## config.mk

```make
export PLATFORM = sky130hd
export DESIGN_NAME = div_sqrt_prenorm_pipe
export DESIGN_NICKNAME = d
export VERILOG_FILES = /design/src/rtl/div_sqrt_prenorm_pipe_pkg.sv /design/src/rtl/div_sqrt_prenorm_pipe_lzc.sv /design/src/rtl/div_sqrt_prenorm_pipe.sv
export SDC_FILE = /design/constraint.sdc
export NUM_CORES = 1
export LEC_CHECK = 0
export BUFFER_PORTS_ARGS = -buffer_cell sky130_fd_sc_hd__buf_2
export CORE_ASPECT_RATIO = 2
export CORE_UTILIZATION = 60
export CTS_CLUSTER_SIZE = 20
export DETAILED_ROUTE_END_ITERATION = 6
export GPL_TIMING_DRIVEN = 0
export PLACE_DENSITY = 0.84
export SYNTH_ARGS = -nofsm -noshare
export SYNTH_HDL_FRONTEND = slang
export SYNTH_SLANG_ARGS = --single-unit
```

## constraint.sdc

```tcl
create_clock -name Clk_CI -period 5.7 [get_ports Clk_CI]
set_input_delay 0.57 -clock Clk_CI [delete_from_list [all_inputs] [get_ports Clk_CI]]
set_output_delay 0.57 -clock Clk_CI [all_outputs]
set_load 0.01 [all_outputs]
```

## src/rtl/div_sqrt_prenorm_pipe_pkg.sv

```systemverilog
// Shared types and encodings for the div/sqrt operand pre-normaliser.
package fpu_defs_div_sqrt_tp;

    typedef struct packed {
        logic snan;
        logic qnan;
        logic inf;
        logic subn;
        logic zero;
    } fp_class_t;

    localparam logic        C_OP_DIV  = 1'b0;
    localparam logic        C_OP_SQRT = 1'b1;
    localparam int unsigned C_RM_W    = 3;

endpackage

```

## src/rtl/div_sqrt_prenorm_pipe_lzc.sv

```systemverilog
// Leading-zero counter with all-zero flag; count equals WIDTH when the input is zero.
module prenorm_lzc #(
    parameter int unsigned WIDTH = 24,
    parameter int unsigned CNT_W = $clog2(WIDTH + 1)
) (
    input  logic [WIDTH-1:0] in_i,
    output logic [CNT_W-1:0] cnt_o,
    output logic             empty_o
);

    always_comb begin
        // NOTE: every output gets a default before the loop so no path can infer a latch.
        cnt_o   = CNT_W'(WIDTH);
        empty_o = 1'b1;
        for (int i = int'(WIDTH) - 1; i >= 0; i--) begin
            if (empty_o && in_i[i]) begin
                cnt_o   = CNT_W'(int'(WIDTH) - 1 - i);
                empty_o = 1'b0;
            end
        end
    end

endmodule

```

## src/rtl/div_sqrt_prenorm_pipe.sv

```systemverilog
// Elastic two-stage operand pre-normaliser feeding the iterative div/sqrt unit.
// Define PRENORM_FTZ_EN to flush subnormal inputs to signed zero.
module div_sqrt_prenorm_pipe
    import fpu_defs_div_sqrt_tp::*;
#(
    parameter int unsigned EXP_W  = 8,
    parameter int unsigned MANT_W = 23,
    parameter int unsigned RM_W   = C_RM_W
) (
    input  logic                      Clk_CI,
    input  logic                      Rst_RI,
    input  logic                      Valid_SI,
    output logic                      Ready_SO,
    input  logic                      Op_SI,
    input  logic [EXP_W+MANT_W:0]     Operand_a_DI,
    input  logic [EXP_W+MANT_W:0]     Operand_b_DI,
    input  logic [RM_W-1:0]           RM_SI,
    input  logic                      Kill_SI,
    output logic                      Valid_SO,
    input  logic                      Ready_SI,
    output logic signed [EXP_W+1:0]   Exp_a_DO,
    output logic signed [EXP_W+1:0]   Exp_b_DO,
    output logic [MANT_W:0]           Mant_a_DO,
    output logic [MANT_W:0]           Mant_b_DO,
    output logic                      Sign_z_DO,
    output logic [RM_W-1:0]           RM_DO,
    output logic                      Op_DO,
    output logic [4:0]                Class_a_DO,
    output logic [4:0]                Class_b_DO
);

    localparam int unsigned FP_W = 1 + EXP_W + MANT_W;
    localparam int unsigned MH_W = MANT_W + 1;
    localparam int unsigned LZ_W = $clog2(MH_W + 1);
    localparam int unsigned XE_W = EXP_W + 2;

    typedef struct packed {
        logic             sign;
        logic [EXP_W-1:0] exp;
        logic [MH_W-1:0]  mh;
        logic [LZ_W-1:0]  lz;
        fp_class_t        cls;
    } opnd_t;

    typedef struct packed {
        logic            op;
        logic [RM_W-1:0] rm;
        opnd_t           a;
        opnd_t           b;
    } stage1_t;

    typedef struct packed {
        logic [XE_W-1:0] exp;
        logic [MH_W-1:0] mant;
    } norm_t;

    typedef struct packed {
        norm_t           a;
        norm_t           b;
        fp_class_t       cls_a;
        fp_class_t       cls_b;
        logic            sign;
        logic [RM_W-1:0] rm;
        logic            op;
    } stage2_t;

    function automatic fp_class_t classify(input logic [EXP_W-1:0]  e,
                                           input logic [MANT_W-1:0] m,
                                           input logic              mh_zero);
        fp_class_t c;
        logic      e_ones;
        logic      is_nan;
        e_ones = &e;
        is_nan = e_ones & (m != '0);
        c.zero = mh_zero;
        c.subn = (e == '0) & ~mh_zero;
        c.inf  = e_ones & (m == '0);
        c.qnan = is_nan & m[MANT_W-1];
        c.snan = is_nan & ~m[MANT_W-1];
`ifdef PRENORM_FTZ_EN
        c.zero = mh_zero | (e == '0);
        c.subn = 1'b0;
`endif
        return c;
    endfunction

    // Subnormals use effective exponent 1 before the shift; specials pass through untouched.
    function automatic norm_t normalise(input opnd_t o);
        norm_t            n;
        logic [EXP_W-1:0] e_eff;
        e_eff  = (o.exp == '0) ? EXP_W'(1) : o.exp;
        n.mant = o.mh << o.lz;
        n.exp  = XE_W'(e_eff) - XE_W'(o.lz);
        if (o.cls.zero) begin
            n.mant = '0;
            n.exp  = '0;
        end else if (o.cls.inf | o.cls.qnan | o.cls.snan) begin
            n.mant = o.mh;
            n.exp  = XE_W'(o.exp);
        end
        return n;
    endfunction

    logic [EXP_W-1:0]  exp_a_raw, exp_b_raw;
    logic [MANT_W-1:0] man_a_raw, man_b_raw;
    logic [MH_W-1:0]   mh_a, mh_b;
    logic [LZ_W-1:0]   lz_a, lz_b;
    logic              mh_a_zero, mh_b_zero;

    assign exp_a_raw = Operand_a_DI[FP_W-2 -: EXP_W];
    assign exp_b_raw = Operand_b_DI[FP_W-2 -: EXP_W];
    assign man_a_raw = Operand_a_DI[MANT_W-1:0];
    assign man_b_raw = Operand_b_DI[MANT_W-1:0];
    assign mh_a      = {|exp_a_raw, man_a_raw};
    assign mh_b      = {|exp_b_raw, man_b_raw};

    prenorm_lzc #(.WIDTH(MH_W), .CNT_W(LZ_W)) i_lzc_a (
        .in_i    (mh_a),
        .cnt_o   (lz_a),
        .empty_o (mh_a_zero)
    );

    prenorm_lzc #(.WIDTH(MH_W), .CNT_W(LZ_W)) i_lzc_b (
        .in_i    (mh_b),
        .cnt_o   (lz_b),
        .empty_o (mh_b_zero)
    );

    logic    s1_v_q, s1_v_d;
    logic    s2_v_q, s2_v_d;
    stage1_t s1_q, s1_d;
    stage2_t s2_q, s2_d;
    logic    s2_adv;
    logic    s1_load;
    logic    s2_load;
    norm_t   norm_a, norm_b;

    assign s2_adv   = ~s2_v_q | Ready_SI;
    assign Ready_SO = ~s1_v_q | s2_adv;
    assign s1_load  = Valid_SI & Ready_SO;
    assign s2_load  = s1_v_q & s2_adv;

    always_comb begin
        s1_d.op     = Op_SI;
        s1_d.rm     = RM_SI;
        s1_d.a.sign = Operand_a_DI[FP_W-1];
        s1_d.a.exp  = exp_a_raw;
        s1_d.a.mh   = mh_a;
        s1_d.a.lz   = lz_a;
        s1_d.a.cls  = classify(exp_a_raw, man_a_raw, mh_a_zero);
        s1_d.b.sign = Operand_b_DI[FP_W-1];
        s1_d.b.exp  = exp_b_raw;
        s1_d.b.mh   = mh_b;
        s1_d.b.lz   = lz_b;
        s1_d.b.cls  = classify(exp_b_raw, man_b_raw, mh_b_zero);
    end

    always_comb begin
        norm_a     = normalise(s1_q.a);
        norm_b     = normalise(s1_q.b);
        s2_d.a     = norm_a;
        s2_d.b     = norm_b;
        s2_d.cls_a = s1_q.a.cls;
        s2_d.cls_b = s1_q.b.cls;
        s2_d.sign  = s1_q.a.sign ^ s1_q.b.sign;
        s2_d.rm    = s1_q.rm;
        s2_d.op    = s1_q.op;
        if (s1_q.op == C_OP_SQRT) begin
            s2_d.b     = '0;
            s2_d.cls_b = '0;
            s2_d.sign  = s1_q.a.sign;
        end
    end

    // A kill wins over everything, including an op accepted on the same edge.
    always_comb begin
        s1_v_d = s1_v_q;
        s2_v_d = s2_v_q;
        if (s2_adv) s2_v_d = s1_v_q;
        if (Ready_SO) s1_v_d = Valid_SI;
        if (Kill_SI) begin
            s1_v_d = 1'b0;
            s2_v_d = 1'b0;
        end
    end

    // NOTE: all state is assigned with <= so every register samples pre-edge values.
    always_ff @(posedge Clk_CI) begin
        if (Rst_RI) begin
            s1_v_q <= 1'b0;
            s2_v_q <= 1'b0;
            // NOTE: data registers are reset too, so every output reads 0 right after reset.
            s1_q   <= '0;
            s2_q   <= '0;
        end else begin
            s1_v_q <= s1_v_d;
            s2_v_q <= s2_v_d;
            if (s1_load) s1_q <= s1_d;
            if (s2_load) s2_q <= s2_d;
        end
    end

    assign Valid_SO   = s2_v_q;
    assign Exp_a_DO   = s2_q.a.exp;
    assign Exp_b_DO   = s2_q.b.exp;
    assign Mant_a_DO  = s2_q.a.mant;
    assign Mant_b_DO  = s2_q.b.mant;
    assign Sign_z_DO  = s2_q.sign;
    assign RM_DO      = s2_q.rm;
    assign Op_DO      = s2_q.op;
    assign Class_a_DO = s2_q.cls_a;
    assign Class_b_DO = s2_q.cls_b;

endmodule

```

==> metrics.txt, run 1 <==
syn avg cell area 8.11 um2; outcome stopped before the end; pin count of the biggest net entering global routing 17; list of most frequent post-synthesis cells 258 x nand2_1, 173 x dfxtp_1, 118 x a21oi_1; Netlist cell types 79; FF+latch count, synth 173; die width 93.4 um; number of flops mapped to enable cells by yosys 0; number of global-route vias before repair 11900; Post-CTS Resized 0; CTS Buffer Depth 2; first-pass GRT wire length 70.4 mm; IO Count 158; largest area contributor in the netlist dfxtp_1; row cnt 66; postcts setup bufs 0; share of the synthesized area in the top cell type 34.5%; input/output buffers 157; GRT Overall Usage 55.5%; Synth Instances 1236; synthesized cell area 10000 um2; main area contributors after synthesis dfxtp_1 35%, nand2_1 9.7%, mux4_2 7.2%; GP Congestion 1.13; sum of net half-perimeters after detailed placement 33.5 mm; most common cell in the netlist nand2_1; Synth Flop Type dfxtp_1; Seq/Total Area, Yosys 34.5%; failing step global routing (5_1_grt); number of buffers created by CTS 17; Die Y-Extent 185 um; gr ovfl total 1; CTS Hold Bufs 0; Sinks on Clock Net 173; fraction of registers with async set/reset 0%; H-tree Lvls 4; Synth Net Count 1321; Starting Density 61.6%; yosys warns 0; root buffer cell clkbuf_16; error msg [ERROR GRT-0116] Global routing finished with congestion. Check the congestion regions in the DRC Viewer.
[per-layer routing]
layer / GRT overflow / track usage [%]
met1: 0 / 50.9
met2: 1 / 88.7
met3: 0 / 20.6
met4: 0 / 60.6
met5: 0 / 0
[cells by family after synthesis]
logic type / synth area share, %
AND/OR/NAND/NOR: 23.0
XOR/XNOR: 0.524
AO/OA/AOI/OAI: 21.0
adder cells (fa/ha/maj): 1.65
multiplexers: 13.5
buffers and inverters: 5.73
flip-flops: 34.5
[through the flow]
step	setup WS, ns	cells	instance area, um2
after floorplan	3.29	1236	10000
after global placement	2.86	1597	11100
after detailed placement	2.80	1597	11100
after CTS	2.72	1628	11600
==> run 2, diff against run 1 <==
CORE_ASPECT_RATIO = default   (was 2)
CORE_UTILIZATION = 40   (was 60)
CTS_CLUSTER_SIZE = default   (was 20)
PLACE_DENSITY = default   (was 0.84)
PLACE_DENSITY_LB_ADDON = 0.15   (was default)
==> run 2 against run 1 <==
The flow now finishes without violations. Synthesized cell count stayed put. Area after synthesis did not move.
==> metrics.txt, run 2 <==
pin count of the biggest net entering global routing 17; CP most frequent cell buf_2; synthesized cell area 10000 um2; HP Start RM_SI[2]; Final TNS setup 0 ns; startpoint types flip-flop; skew final 0.0115 ns; final hold vios 0; RSZ-0062 raised after global routing false; row cnt 57; clock-pin slew on the worst setup and hold paths 0.07 ns; Power Density 246 nW/um2; Worst Hold Class input pin to flip-flop; via count 10400; Slowest-stage cell, CP dfxtp_1; maximum clock frequency 0.346 GHz; share of post-route cells with drive strength above 1 18.8%; R2R depth 9; area grow syn2layout 17.6%; initial antenna violation count 0; postcts setup bufs 0; Synth Instances 1236; number of buffers created by CTS 17; hold path depth 3; fin. max-slew vios 0; Crit. End Element flip-flop; GRT Overall Usage 28.6%; Max Fanout on Critical Path 10; post-layout util 48.2%; R2R Setup Slk 2.81 ns; number of flops mapped to enable cells by yosys 0; Synth Net Count 1321; Die Y-Extent 160 um; post-DR vias/cell 5.93; yosys warns 0; die width 160 um; Setup Viol. Count Final 0; Diodes inserted 0; crit path kind flip-flop to flip-flop; most common cell in the netlist nand2_1; IO Count 158; first-pass GRT wire length 56.6 mm; CTS Buffer Depth 2; syn avg cell area 8.11 um2; Netlist cell types 79; routed length per instance 21.3 um; DRC 0; gr ovfl total 0; Peak VDD IR 0.000152 V; number of global-route vias before repair 9484; main area contributors after synthesis dfxtp_1 35%, nand2_1 9.7%, mux4_2 7.2%; commonest non-fill, non-tap cell in the layout nand2_1; list of most frequent post-synthesis cells 258 x nand2_1, 173 x dfxtp_1, 118 x a21oi_1; sum of net half-perimeters after detailed placement 29.0 mm; outcome finished, final reports clean; FF+latch count, synth 173; root buffer cell clkbuf_16; Post-CTS Resized 0; final hold slack 0.362 ns; Skew-Pair Late Insertion Delay 0.44 ns; CTS tree built; GP Congestion 0.934; largest area contributor in the netlist dfxtp_1; LEAKAGE 0.00444 uW; largest stage delay on the critical path 0.50 ns; die area 25700 um2; Starting Density 41.0%; Synth Flop Type dfxtp_1; First DRT Iteration DRCs 1052; Worst-Margin Slew 1.09 ns; Final Power 2900 uW; post-route ant nets 0; Sinks on Clock Net 173; Biggest register s1_q; Worst Path Required 6.03 ns; Hold Crit Endpoint s1_q[88]; commonest non-fill, non-tap cells in the layout 258 x nand2_1, 173 x dfxtp_1, 170 x buf_2; Slew Limit Headroom 26.3%; Final Cycle Share 50.8%; Seq/Total Area, Yosys 34.5%; WP data arrival 3.22 ns; share of the synthesized area in the top cell type 34.5%; min Tclk post-route 2.89 ns; H-tree Lvls 4; CTS Hold Bufs 0; max_cap viols 0; reg2reg start s1_q[49]; Reg-to-Reg End Exp_a_DO[5]; DR pass1 iterations 5; max FFs per register 90; core area 24500 um2; input/output buffers 157; crit-path cells buf_2 -> buf_2 -> inv_1 -> ha_1 -> nor2b_1 -> o21a_1 -> o31a_1 -> o311a_1 -> a221o_1; total wire length 37.2 mm; final net count 1497; fraction of registers with async set/reset 0%
run 2: routing by layer:
layer | GRT usage (%) | wire (um)
met5 | 0 | 0
met3 | 6.02 | 3630
met2 | 40.2 | 14900
met1 | 43.8 | 18000
met4 | 7.36 | 583
run 2: metrics by stage:
step / setup slack (ns) / std cells / cell area, um2
2_1_floorplan: 3.29 / 1236 / 10000
3_3_place_gp: 2.87 / 1717 / 11200
3_5_place_dp: 2.88 / 1717 / 11200
4_1_cts: 2.86 / 1748 / 11800
5_1_grt: 2.70 / 1748 / 11800
6_report: 2.81 / 1748 / 11800
run 2: final cells by class:
class | count | area (um2)
inverters | 22 | 82.6
flip-flops and latches | 173 | 3460
clock inverters | 11 | 131
well taps | 324 | 405
repair buffers | 157 | 786
clock buffers | 20 | 447
multi-input cells | 948 | 5990
fillers | 2463 | 12700
plain buffers | 93 | 492
run 2: power by group:
group	internal, uW	switching (uW)
combinational	153	245
sequential	1250	62.4
clock	661	533
run 2: logic make-up (layout without fill, tap and decap cells):
group	after synthesis	after routing	synth area share [%]
muxes	92	92	13.5
buffers and inverters	115	303	5.73
AOI/OAI and AO/OA	335	335	21.0
xor gates and xnor gates	6	6	0.524
DFF	173	173	34.5
adders and majority gates	12	12	1.65
and+or+nand+nor	503	503	23.0
run 2: critical path, delay by kind of cell (launching register included):
kind	cells	cell delay, ns
flip-flops	1	0.50
AND/OR/NAND/NOR	1	0.13
adder cells (fa/ha/maj)	1	0.31
buffers and inverters	3	0.80
AO/OA/AOI/OAI	4	1.03
run 2: how the worst max path moves through the flow:
| stage | start | endpoint | slack, ns | cells past startpoint |
|---|---|---|---|---|
| finish | s1_q[49] | Exp_a_DO[5] | 2.81 | 9 |
| global route | s1_q[49] | Exp_a_DO[5] | 2.70 | 9 |
| CTS | s1_q[49] | Exp_a_DO[5] | 2.86 | 9 |
| detailed placement | s1_q[49] | Exp_a_DO[5] | 2.88 | 9 |
| global placement | s1_q[49] | Exp_a_DO[5] | 2.87 | 9 |
| floorplan | s1_q[49] | Exp_a_DO[5] | 3.29 | 9 |
(Power assumes the default switching activity.)
